--- src/rtl/ll2_hdecim.sv ---
// ll2_hdecim: [1 2 1]/4 horizontal half-band decimator on LL2 actor ports, one output per input pair.
// Define LL2_HDECIM_ROUND_EN for round-half-up; the default build truncates.
module ll2_hdecim #(
    parameter int IMG_WIDTH = 512,
    parameter int DATA_W    = 16
) (
    input  logic              CLK,
    input  logic              RESET,
    input  logic [DATA_W-1:0] In1_DATA,
    input  logic              In1_SEND,
    input  logic [15:0]       In1_COUNT,
    output logic              In1_ACK,
    output logic [DATA_W-1:0] Out1_DATA,
    output logic              Out1_SEND,
    output logic [15:0]       Out1_COUNT,
    input  logic              Out1_RDY,
    input  logic              Out1_ACK
);
    localparam int CW = $clog2(IMG_WIDTH);
`ifdef LL2_HDECIM_ROUND_EN
    localparam logic [DATA_W+1:0] RND = 2;
`else
    localparam logic [DATA_W+1:0] RND = 0;
`endif
    typedef enum logic [1:0] {S_EVEN, S_ODD, S_EMIT} state_t;
    state_t            state, state_nx;
    logic [CW-1:0]     col;
    logic [DATA_W-1:0] prev, even, out_q, filt;
    logic              unused_ok;
    assign unused_ok = ^{In1_COUNT, Out1_ACK};
    assign filt = DATA_W'(({2'b0, prev} + {1'b0, even, 1'b0} + {2'b0, In1_DATA} + RND) >> 2);
    assign Out1_DATA  = out_q;
    assign Out1_COUNT = {15'b0, Out1_SEND};
    always_comb begin
        state_nx  = state;
        In1_ACK   = 1'b0;
        Out1_SEND = 1'b0;
        if (state == S_EMIT) begin
            Out1_SEND = Out1_RDY;
            state_nx  = Out1_RDY ? S_EVEN : S_EMIT;
        end else begin
            In1_ACK = In1_SEND & RESET;
            if (In1_SEND) state_nx = (state == S_EVEN) ? S_ODD : S_EMIT;
        end
    end
    always_ff @(posedge CLK or negedge RESET) begin
        if (!RESET) state <= S_EVEN;
        else        state <= state_nx;
    end
    // prev carries x[2k-1] into the next pair; at col 0 it replicates x0 instead
    always_ff @(posedge CLK or negedge RESET) begin
        if (!RESET) begin
            col   <= '0;
            prev  <= '0;
            even  <= '0;
            out_q <= '0;
        end else if (In1_ACK) begin
            if (state == S_EVEN) begin
                even <= In1_DATA;
                if (col == '0) prev <= In1_DATA;
                col <= col + 1'b1;
            end else begin
                out_q <= filt;
                prev  <= In1_DATA;
                col   <= (col == CW'(IMG_WIDTH - 1)) ? '0 : col + 1'b1;
            end
        end
    end
endmodule

--- config.mk ---
export PLATFORM = sky130hd
export DESIGN_NAME = ll2_hdecim
export DESIGN_NICKNAME = d
export VERILOG_FILES = /design/src/rtl/ll2_hdecim.sv
export SDC_FILE = /design/constraint.sdc
export NUM_CORES = 1
export LEC_CHECK = 0
export CORE_MARGIN = 2
export CORE_UTILIZATION = 52
export CTS_BUF_LIST = sky130_fd_sc_hd__clkbuf_16
export DETAILED_ROUTE_END_ITERATION = 10
export PLACE_DENSITY = 0.81
export SLEW_MARGIN = 10
export SYNTH_ARGS = -nofsm -noshare
export SYNTH_HDL_FRONTEND = slang
export SYNTH_SLANG_ARGS = --single-unit
--- constraint.sdc ---
create_clock -name CLK -period 3.1 [get_ports CLK]
set_input_delay 0.465 -clock CLK [delete_from_list [all_inputs] [get_ports CLK]]
set_output_delay 0.465 -clock CLK [all_outputs]
set_load 0.03 [all_outputs]
==> metrics.md <==
| Metric | Value |
|---|---|
| Status | `complete, no violations` |
| Post-synthesis instance total | `313` |
| Area after DPL | `3970 sq um` |
| Post-CTS Hold Buffers | `0` |
| Fmax | `0.335 GHz` |
| Ports | `71` |
| Max-cap violations | `0` |
| TritonCTS clock tree | `done` |
| All-Layer GR Usage | `0.193` |
| Synth Warn # | `0` |
| Final Util | `0.667` |
| Tmin final | `2990 ps` |
| Critical path startpoint category | `input port` |
| Wire per inst | `14.8 um` |
| GPL Wtd Cong | `0.761` |
| Post-synth cell types | `42` |
| Die Y | `86.0 um` |
| RSZ-0062 raised after global routing | `false` |
| Initial antenna violation count | `0` |
| Post-synth EDFFs | `0` |
| ANT cells | `0` |
| Root Driver | `clkbuf_16` |
| Post-Layout Inst Area | `4290 sq um` |
| Register area share after synthesis | `0.422` |
| WP data arrival | `3180 ps` |
| Layout cells sized above 1 | `0.199` |
| Skew-Pair Late Insertion Delay | `320 ps` |
| Clk buf depth | `2` |
| Worst-path fanout max | `3` |
| Max-slew violation total from the final report | `0` |
| Die W | `86.0 um` |
| Post-synth top area share | `0.422` |
| Final setup fails | `0` |
| Iter 0 DRT Violations | `121` |
| Clk pin slew, worst setup/hold paths | `50 ps` |
| Final Skew | `7.85 ps` |
| Worst r2r src | `prev[1]$_DFFE_PN0P_` |
| First-pass GRT wire length | `11,100 um` |
| WS Path Type | `input port to flip-flop` |
| Synth area leader | `dfrtp_1` |
| CTS H-tree depth | `3` |
| Syn Area/Cell | `11.2 sq um` |
| Main synth FF type | `dfrtp_1` |
| Avg Vias per Cell | `5.39` |
| Layout Cells excl Fill | `448` |
| Vias in the first global route | `2,429` |
| DRT Pass-1 Iters | `4` |
| DRC | `0` |
| Core ar. | `6420 sq um` |
| Via count | `2,413` |
| ANT nets after route | `0` |
| Starting Density | `0.545` |
| Die ar. | `7400 sq um` |
| Largest net degree at the start of global routing | `60` |
| FF+latch count, synth | `59` |
| WL final | `6620 um` |
| Top cells by area, synth | `dfrtp_1 42%, mux2_2 10%, fa_1 9.2%, ha_1 6.4%, buf_4 3.6%` |
| CTS-repair resized insts | `0` |
| Relative slew slack | `0.516` |
| Setup bufs post-CTS | `0` |
| Cell Rows | `29` |
| Hold Fails Final Rpt | `0` |
| Worst Path Required | `3290 ps` |
| Final net count | `437` |
| Hold Path Class | `input port to async pin` |
| Hold slack final | `377 ps` |
| FILL cells | `466` |
| CTS Buf Count | `9` |
| Clk sinks | `59` |
| Area grow syn2layout | `22.5%` |
| Crit. Startpoint | `In1_DATA[1]` |
| Port Buffers | `38` |
| DP Cell Count | `432` |
| Total gr overflow | `0` |
| Slew @ Worst Pin | `726 ps` |
| DP HPWL | `4720 um` |
| Critical Path Sink Type | `flip-flop` |
| Cell area after synthesis | `3500 sq um` |
| Final period util | `0.964` |
| Ys async rst share | `1.00` |
critical path: stages:
cell and delay (ps):
clkdlybuf4s50_1 500, inv_1 70, fa_1 520, and3b_2 220, fa_1 400, a21oi_2 230
o221ai_2 150, a21oi_2 210, o21bai_1 120, a211oi_1 200, o22ai_1 100
Yosys cell counts (2+ instances only):
master / number
a21o_1: 5
xnor2_1: 8
xor2_1: 10
mux2_2: 31
dfrtp_1: 59
nor3_1: 2
a21oi_1: 22
nand3_1: 9
clkbuf_1: 7
o21bai_1: 2
and3_1: 2
or3_1: 2
a211oi_1: 2
buf_4: 17
ha_1: 18
o21ai_1: 3
o211ai_1: 2
nand2_1: 31
o21ai_0: 19
fa_1: 16
nor2_1: 10
o21a_1: 2
nand4_1: 7
inv_1: 9
metal layers:
layer / share of wire / track usage / wire [um]
met5: 0 / 0 / 0
met4: 0.013 / 0.0765 / 85
met3: 0.037 / 0.0385 / 247
met2: 0.48 / 0.307 / 3160
met1: 0.47 / 0.261 / 3130
final timing paths:
check | depth (start not counted) | slack (ps) | endpoint
worst max-delay path | 11 | 110 | Out1_DATA[15]$_DFFE_PN0P_
worst min-delay path | 2 | 380 | even[15]$_DFFE_PN0P_
worst max register to register | 10 | 480 | Out1_DATA[15]$_DFFE_PN0P_
worst min register to register | 2 | 470 | Out1_DATA[0]$_DFFE_PN0P_
max in group asynchronous | 2 | 2250 | even[9]$_DFFE_PN0P_
min in group CLK | 2 | 470 | Out1_DATA[0]$_DFFE_PN0P_
final cells by class:
type,count,area (sq um),share of cell area
Multi-Input combinational cell,233,1880,0.438
Sequential cell,59,1480,0.345
Timing Repair Buffer,53,488,0.114
Clock buffer,9,225,0.0526
Tap cell,77,96.3,0.0225
Clock inverter,7,83.8,0.0196
Inverter,10,37.5,0.00876
registers in the layout, indices dropped and copies added, names as in the netlist:
| signal | count |
|---|---|
| Out1_DATA | 16 |
| col | 9 |
| state | 2 |
| prev | 16 |
| even | 16 |
metrics by stage:
step	setup TNS (ps)	setup slack [ps]
finish	0	111
global route	0	20.2
CTS	0	22.2
detailed placement	-1270	-306
global placement	-860	-217
floorplan	0	377
cell usage in the layout (no fill, tap or decap), drive strengths merged:
cell and instances:
buf 16, xnor2 8, o221ai 1, ha 18
bufinv 2, nor2 10, o21a 2, nor3 3
a21o 5, conb 15, o211ai 2, xor2 10
nand4 7, or3 2, clkdlybuf4s50 37, and3b 1
inv 11, nor2b 1, a31oi 1, nand3 9
a21oi 24, clkinv 4, dfrtp 59, nor4b 1
nor4 1, and3 2, a221o 1, nand2 32
fa 16, o21bai 2, o21ai 22, a211oi 4
mux2 31, clkbuf 9, o2111ai 1, o22ai 1
cell families (layout without fill, tap and decap cells):
kind of cell               after synthesis  in the layout  synth area share
AOI/OAI and AO/OA                       66             66             0.125
xor gates and xnor gates                18             18            0.0451
adders and majority gates               34             34             0.156
buffers and inverters                   35             79            0.0580
DFF                                     59             59             0.422
muxes                                   31             31            0.0998
other                                    1             15           0.00107
and+or+nand+nor                         69             69            0.0930
Power is left out: the tool's default activity adds up to more than one toggle a clock period on the data nets, which glitch-free logic cannot reach.
